**config.mk**
```make
export PLATFORM = sky130hd
export DESIGN_NAME = commit_trace_buffer
export DESIGN_NICKNAME = d
export VERILOG_FILES = /design/src/rtl/commit_trace_buffer.sv
export SDC_FILE = /design/constraint.sdc
export NUM_CORES = 1
export LEC_CHECK = 0
export BUFFER_PORTS_ARGS = -buffer_cell sky130_fd_sc_hd__buf_4
export CAP_MARGIN = 0
export CELL_PAD_IN_SITES_DETAIL_PLACEMENT = 2
export CELL_PAD_IN_SITES_GLOBAL_PLACEMENT = 2
export CORE_MARGIN = 2
export CORE_UTILIZATION = 40
export CTS_BUF_LIST = sky130_fd_sc_hd__clkbuf_8
export DETAILED_ROUTE_END_ITERATION = 16
export PLACE_DENSITY = 0.82
export SLEW_MARGIN = 25
export SYNTH_ARGS = -nofsm -noshare
export SYNTH_HDL_FRONTEND = slang
export SYNTH_SLANG_ARGS = --single-unit
```
**constraint.sdc**
```tcl
create_clock -name clk -period 17.98 [get_ports clk]
set_clock_uncertainty 0.1 [all_clocks]
set_input_delay 3.596 -clock clk [delete_from_list [all_inputs] [get_ports clk]]
set_output_delay 3.596 -clock clk [all_outputs]
set_load 0.01 [all_outputs]
```
**src/rtl/commit_trace_buffer.sv**
```systemverilog
// Commit trace buffer: turns each retiring write-back instruction into a numbered trace record,
// flags PCs that break the expected program flow, and queues records in a small FIFO for a consumer.
module commit_trace_buffer #(
    parameter int          DEPTH   = 4,
    parameter logic [31:0] PC_INIT = 32'h200
) (
    input  logic                     clk,
    input  logic                     rst_n,
    input  logic                     wb_valid,
    input  logic [31:0]              wb_pc,
    input  logic [31:0]              wb_insn,
    input  logic                     wb_we,
    input  logic [4:0]               wb_dst,
    input  logic [31:0]              wb_r,
    output logic                     tr_valid,
    input  logic                     tr_ready,
    output logic [63:0]              tr_order,
    output logic [31:0]              tr_pc,
    output logic [31:0]              tr_insn,
    output logic [4:0]               tr_rd,
    output logic [31:0]              tr_rd_wdata,
    output logic                     tr_pc_err,
    output logic                     overflow,
    output logic [$clog2(DEPTH):0]   count
);

    localparam int AW = $clog2(DEPTH);
    localparam int CW = AW + 1;
    localparam logic [CW-1:0] FULL = CW'(DEPTH);

    localparam logic [6:0] OPC_JAL    = 7'b1101111;
    localparam logic [6:0] OPC_BRANCH = 7'b1100011;
    localparam logic [6:0] OPC_JALR   = 7'b1100111;

    logic [63:0] order_mem [DEPTH];
    logic [31:0] pc_mem    [DEPTH];
    logic [31:0] insn_mem  [DEPTH];
    logic [4:0]  rd_mem    [DEPTH];
    logic [31:0] wdata_mem [DEPTH];
    logic        err_mem   [DEPTH];

    logic [AW-1:0] head_q, head_d;
    logic [AW-1:0] tail_q, tail_d;
    logic [CW-1:0] count_q, count_d;
    logic [63:0]   order_q, order_d;
    logic [31:0]   exp_pc_q, exp_pc_d;
    logic          exp_known_q, exp_known_d;
    logic          overflow_q, overflow_d;

    logic        pop;
    logic        push;
    logic [4:0]  rec_rd;
    logic [31:0] rec_wdata;
    logic [31:0] pc_aligned;
    logic        rec_err;
    logic [31:0] j_imm;

    assign pop        = (count_q != '0) && tr_ready;
    // A full FIFO can still accept a record when the head leaves in the same cycle.
    assign push       = wb_valid && ((count_q != FULL) || pop);
    assign rec_rd     = (wb_we && (wb_dst != 5'd0)) ? wb_dst : 5'd0;
    assign rec_wdata  = (wb_we && (wb_dst != 5'd0)) ? wb_r : 32'd0;
    assign pc_aligned = wb_pc & 32'hFFFF_FFFC;
    assign rec_err    = exp_known_q && (pc_aligned != exp_pc_q);
    assign j_imm      = {{12{wb_insn[31]}}, wb_insn[19:12], wb_insn[20], wb_insn[30:21], 1'b0};

    always_comb begin
        head_d      = head_q;
        tail_d      = tail_q;
        count_d     = count_q;
        order_d     = order_q;
        exp_pc_d    = exp_pc_q;
        exp_known_d = exp_known_q;
        overflow_d  = overflow_q;

        // Sequence number and flow prediction advance for every formed record, dropped or not.
        if (wb_valid) begin
            order_d = order_q + 64'd1;
            if (!push) begin
                overflow_d = 1'b1;
            end
            case (wb_insn[6:0])
                OPC_JAL: begin
                    exp_pc_d    = (wb_pc + j_imm) & 32'hFFFF_FFFC;
                    exp_known_d = 1'b1;
                end
                OPC_BRANCH, OPC_JALR: begin
                    exp_known_d = 1'b0;
                end
                default: begin
                    exp_pc_d    = pc_aligned + 32'd4;
                    exp_known_d = 1'b1;
                end
            endcase
        end

        if (push) begin
            tail_d = tail_q + AW'(1);
        end
        if (pop) begin
            head_d = head_q + AW'(1);
        end
        case ({push, pop})
            2'b10:   count_d = count_q + CW'(1);
            2'b01:   count_d = count_q - CW'(1);
            default: count_d = count_q;
        endcase
    end

    always_ff @(posedge clk) begin
        if (!rst_n) begin
            head_q      <= '0;
            tail_q      <= '0;
            count_q     <= '0;
            order_q     <= 64'd0;
            exp_pc_q    <= PC_INIT;
            exp_known_q <= 1'b1;
            overflow_q  <= 1'b0;
        end else begin
            head_q      <= head_d;
            tail_q      <= tail_d;
            count_q     <= count_d;
            order_q     <= order_d;
            exp_pc_q    <= exp_pc_d;
            exp_known_q <= exp_known_d;
            overflow_q  <= overflow_d;
        end
    end

    // Record storage is left unreset; only entries below count are ever observed.
    always_ff @(posedge clk) begin
        if (rst_n && push) begin
            order_mem[tail_q] <= order_q;
            pc_mem[tail_q]    <= wb_pc;
            insn_mem[tail_q]  <= wb_insn;
            rd_mem[tail_q]    <= rec_rd;
            wdata_mem[tail_q] <= rec_wdata;
            err_mem[tail_q]   <= rec_err;
        end
    end

    assign tr_valid    = (count_q != '0);
    assign count       = count_q;
    assign overflow    = overflow_q;
    assign tr_order    = rst_n ? order_mem[head_q] : 64'd0;
    assign tr_pc       = rst_n ? pc_mem[head_q]    : 32'd0;
    assign tr_insn     = rst_n ? insn_mem[head_q]  : 32'd0;
    assign tr_rd       = rst_n ? rd_mem[head_q]    : 5'd0;
    assign tr_rd_wdata = rst_n ? wdata_mem[head_q] : 32'd0;
    assign tr_pc_err   = rst_n ? err_mem[head_q]   : 1'b0;

endmodule

```
# Word-level counts from Yosys, hierarchy flattened
# Memories as Yosys holds them, arrays and structs flattened. A register that Yosys moved wholly into a read port is not among the register bits.
# Index checks and enable logic that the tools add are counted.
[totals]
n_memories = 6
rom_bits = 0
latch_bits = 0
mem_bits_rw = 664
register_bits = 105
in_bits = 106
out_inout_bits = 171
[mem_list]
columns = ["memory", "depth", "word_bits", "read_ports", "rd_clocked_by_memory_dff", "write_ports", "line", "text"]
rows = [
  ["order_mem", 4, 64, 1, 1, 1, "35", "logic [63:0] order_mem [DEPTH];"],
  ["insn_mem", 4, 32, 1, 1, 1, "37", "logic [31:0] insn_mem [DEPTH];"],
  ["pc_mem", 4, 32, 1, 1, 1, "36", "logic [31:0] pc_mem [DEPTH];"],
  ["wdata_mem", 4, 32, 1, 1, 1, "39", "logic [31:0] wdata_mem [DEPTH];"],
  ["rd_mem", 4, 5, 1, 1, 1, "38", "logic [4:0] rd_mem [DEPTH];"],
  ["err_mem", 4, 1, 1, 1, 1, "40", "logic err_mem [DEPTH];"],
]
[op_classes]
div_mod_pow = 0
n_reduce_logical = 12
n_lt_le_gt_ge = 0
n_eq_ne = 7
muxes = 25
shift = 0
n_mul = 0
addsub = 7
n_bitwise = 2
[ops]
columns = ["cell", "count"]
rows = [
  ["$mux W32", 4],
  ["$add A64 B1 Y64 const B", 1],
  ["$mux W64", 1],
  ["$pmux W32 S2", 1],
  ["$add A32 B3 Y32 const B", 1],
  ["$add A32 B32 Y32", 1],
  ["$ne A32 B32 Y1", 1],
  ["$mux W2", 12],
  ["$eq A7 B7 Y1 const B", 3],
  ["$mux W5", 2],
  ["$pmux W3 S2", 1],
  ["$logic_and A1 B1 Y1", 5],
  ["$reduce_bool A5 Y1", 1],
  ["$add A2 B1 Y2 const B", 2],
  ["$mux W1", 4],
  ["$reduce_and A2 Y1", 2],
  ["$add A3 B1 Y3 const B", 1],
  ["$ne A3 B3 Y1 const B", 1],
  ["$reduce_bool A3 Y1", 1],
  ["$sub A3 B1 Y3 const B", 1],
  ["$eq A2 B1 Y1 const B", 1],
  ["$eq A2 B2 Y1 const B", 1],
  ["$not A1 Y1", 2],
  ["$reduce_bool A2 Y1", 1],
  ["2 further kinds", 2],
]

# Depth between registers and ports, before layout
[logic_depth]
word_depth = 7
depth_mapped = 9
ltp_nobuf = 9

# Worst setup path before layout
# OpenSTA, ideal clock, no wires.
[synth_path]
kind = "input to register"
start = "input rst_n"
end = "memory err_mem[0], enable pin"
arrival_ps = 8261
n_path_buf = 3
setup_slack_ps = 9072
setup_time_ps = 547
stages = 4
path_cell_list = "clkbuf_1 -> clkbuf_1 -> clkbuf_1 -> and3_1"
[synth_between]
elab_chain_cells = 3
[synth_lines]
columns = ["item", "line", "text"]
rows = [
  ["from (decl)", "8", "input logic rst_n,"],
  ["$logic_and A1 B1 Y1", "132", "if (rst_n && push) begin"],
  ["$mux W1", "132", ""],
  ["$mux W1 (implied by the code)", "138", "err_mem[tail_q] <= rec_err;"],
  ["to (decl)", "40", ""],
]
# No other way between the ends.

# Final worst setup path
[layout_path]
start = "input rst_n"
end = "output tr_order[28]"
[layout_between]
elab_chain_cells = 1
[layout_lines]
columns = ["item", "line", "text"]
rows = [
  ["$mux W64", "145", "assign tr_order = rst_n ? order_mem[head_q] : 64'd0;"],
  ["to (decl)", "17", "output logic [63:0] tr_order,"],
]
# No other way between the ends.

==> metrics.cfg <==
[logic_synthesis]
synth.most_common_cell=edfxtp_1
async_flop_share_pct=0
synth_edf_count=664
synth_area_leaders=edfxtp_1, mux4_2, dfxtp_1
synthesis.nets=2171
synth_flop_cell=edfxtp_1
yosys_warnings=0
syn-cell-area_mm2=0.03254
ys_types=80
syn-instance-count=2028
synth_top_area_share_pct=61.27
seq_area_frac_synth_pct=67.73
ys_ff_latch=769
synth_area_per_cell_um2=16.05
yosys-top-cells-count=edfxtp_1, and2_1, mux4_2
synth_top_area_cell=edfxtp_1

[drt]
drcViolationCount=0
wire_per_inst_um=26.37
first_pass_iters=5
vias=19560
wirelength_um=93260
drtIter0Drc=1225
via_per_inst=5.530
ant_nets=0

[min_path]
hp-class=register to register
hold_depth=2

[timing]
post-route-period-util_pct=51.94
hold_viol_final=0
worst_slew_pin_slew_ns=0.9958
max_slew_margin_pct=33.62
rsz0062_at_grt=no
finalSetupViolCount=0
fin_setup_tns_ns=0
report.final.slew_viol_count=0
hold_slack_ns=0.3715
max_freq_ghz=0.1071
layout_min_cycle_time_ns=9.340

[cts]
path_clk_slew_ns=0.06
cts_resized=0
worstSkewPairLatency_ns=0.80
root_buffer=clkbuf_8
cts_tree=built
cts.sinks=769
postCtsHoldBufs=0
cts.htree.levels=4
cts_setup_buffers=0
clk_path_buf_depth=3
cts_buffers=136

[global_routing]
grt_pass1_vias=22230
overflow=0
grt_max_degree=96
antenna_found_initial=4
grt_pass1_wl_um=141300
grt_use_total_pct=22.57

[status]
status=completed

[cells_and_area]
drive_gt1_share_pct=27.19
layout.nets=2513
num-fill-cells=7435
syn2layout_area_growth_pct=17.76

[floorplanning]
die-area_mm2=0.08365
rows=104
io_pins=277
die_h_um=289.2
die_x_um=289.2
core-area_mm2=0.08055
initial_core_util_pct=40.40

[power]
p_switching_mw=1.304
intPower_mw=3.271
p_leak_nw=13.45
clkPwrFrac_pct=33.3
power.density_mw_per_mm2=119.4
netSwitchingFraction_pct=28.49
p_seq_share_pct=45.2
combPwrFrac_pct=21.5
ir_worst_vdd_mv=0.06810

[place]
io_buffers=276
hpwlAfterDp_um=60120
place.gp.congestion=0.7875

[critical_path]
cp-end-kind=primary output
cp_max_fo=95
crit_path_start_kind=primary input
critPathArrivalTime_ns=5.64
r2r_setup_slack_ns=14.44
cp.required_ns=14.28
criticalPathCategory=primary input to primary output
reg2reg_depth=4

[run]
max-cap-violations=0

routing by layer:
layer  global-route usage [%]  routed length, µm  vias up  share of wire [%]
met4                    7.397               2341        2                2.5
met5                        0                 16        -              0.017
met2                    39.86              49110      542                 53
li1                         -                  -     8565                  -
met1                    28.02              37880    10290                 41
met3                    4.071               3907      163                4.2
critical path, stage by stage:
cell and delay [ns]:
buf_4 0.68, buf_4 0.73, and2_1 0.26, buf_4 0.14
path summary, 6_finish.rpt:
kind	start	endpoint
max	rst_n	tr_order[28]
min	exp_pc_q[24]$_SDFFE_PN0P_	exp_pc_q[24]$_SDFFE_PN0P_
max reg2reg	count[0]$_SDFFE_PN0P_	insn_mem[3][10]$_DFFE_PP_
min reg2reg	exp_pc_q[24]$_SDFFE_PN0P_	exp_pc_q[24]$_SDFFE_PN0P_
flip-flops by register name, summed over array words and instances, names as in the netlist, named ones only:
register,count
order_q,64
insn_mem,128
wdata_mem,128
tail_q,2
order_mem,256
count,3
head_q,2
overflow,1
exp_pc_q,30
err_mem,4
rd_mem,20
pc_mem,128
exp_known_q,1
kinds of logic (layout without fill, tap and decap cells):
family,Yosys count,count (layout),share of synthesized area [%]
fa+ha+maj,37,37,1.469
mux,171,171,11.65
buf+inv,121,568,1.488
flops,769,769,67.73
simple gates,606,606,10.37
xor+xnor,127,127,3.418
other cells,0,2,0
compound gates,197,197,3.876
power groups by stage:
stage / clock network [mW] / registers (mW) / logic (mW)
floorplan: 0 / 2.08 / 0.637
global placement: 0 / 2.11 / 0.943
detailed placement: 0 / 2.12 / 0.976
CTS: 1.57 / 2.09 / 0.983
global route: 1.64 / 2.08 / 1.06
finish: 1.52 / 2.07 / 0.982
cell type report:
class | instances | area [µm²] | share of cell area (%)
clock buffer | 144 | 1982 | 5.172
inverter | 27 | 101.3 | 0.2645
tap | 1060 | 1326 | 3.461
clock inverter | 99 | 534.3 | 1.394
multi-input combinational | 1138 | 10060 | 26.25
timing repair buffer | 298 | 2266 | 5.913
sequential | 769 | 22050 | 57.53
antenna | 2 | 5.005 | 0.01306
through the flow:
step / cell area, µm² / instances / worst slack (ns) / utilization, % / total power [mW]
6_report: 38320 / 3537 / 8.640 / 47.58 / 4.575
5_1_grt: 38320 / 3537 / 8.489 / 47.58 / 4.781
4_1_cts: 38270 / 3533 / 8.620 / 47.51 / 4.640
3_5_place_dp: 35760 / 3290 / 8.643 / 44.39 / 3.100
3_3_place_gp: 35750 / 3290 / 8.884 / 44.39 / 3.055
2_1_floorplan: 32540 / 2028 / 9.072 / - / 2.716
placed cells by master, fill, tap and decap left out, types with 7 or more instances in the layout:
cell | Yosys | final
clkinv_2 | 0 | 15
nand2_1 | 89 | 89
edfxtp_1 | 664 | 664
o21ai_0 | 41 | 41
nor2_1 | 96 | 95
and4_1 | 10 | 10
and3_1 | 28 | 24
o211ai_1 | 16 | 16
xor2_1 | 53 | 53
dfxtp_1 | 105 | 103
a21oi_1 | 65 | 65
buf_4 | 2 | 295
xnor2_1 | 74 | 74
clkinv_1 | 0 | 17
nor3_1 | 32 | 31
mux4_2 | 166 | 166
a21o_1 | 10 | 10
nand4_1 | 35 | 35
or3_1 | 14 | 14
nor2b_1 | 7 | 7
nor4_1 | 13 | 13
o31ai_1 | 8 | 7
inv_1 | 26 | 78
clkbuf_8 | 0 | 144
nand3_1 | 38 | 38
o21a_1 | 9 | 8
and2_1 | 209 | 209
ha_1 | 35 | 35
Power figures use the tool's default switching activity.
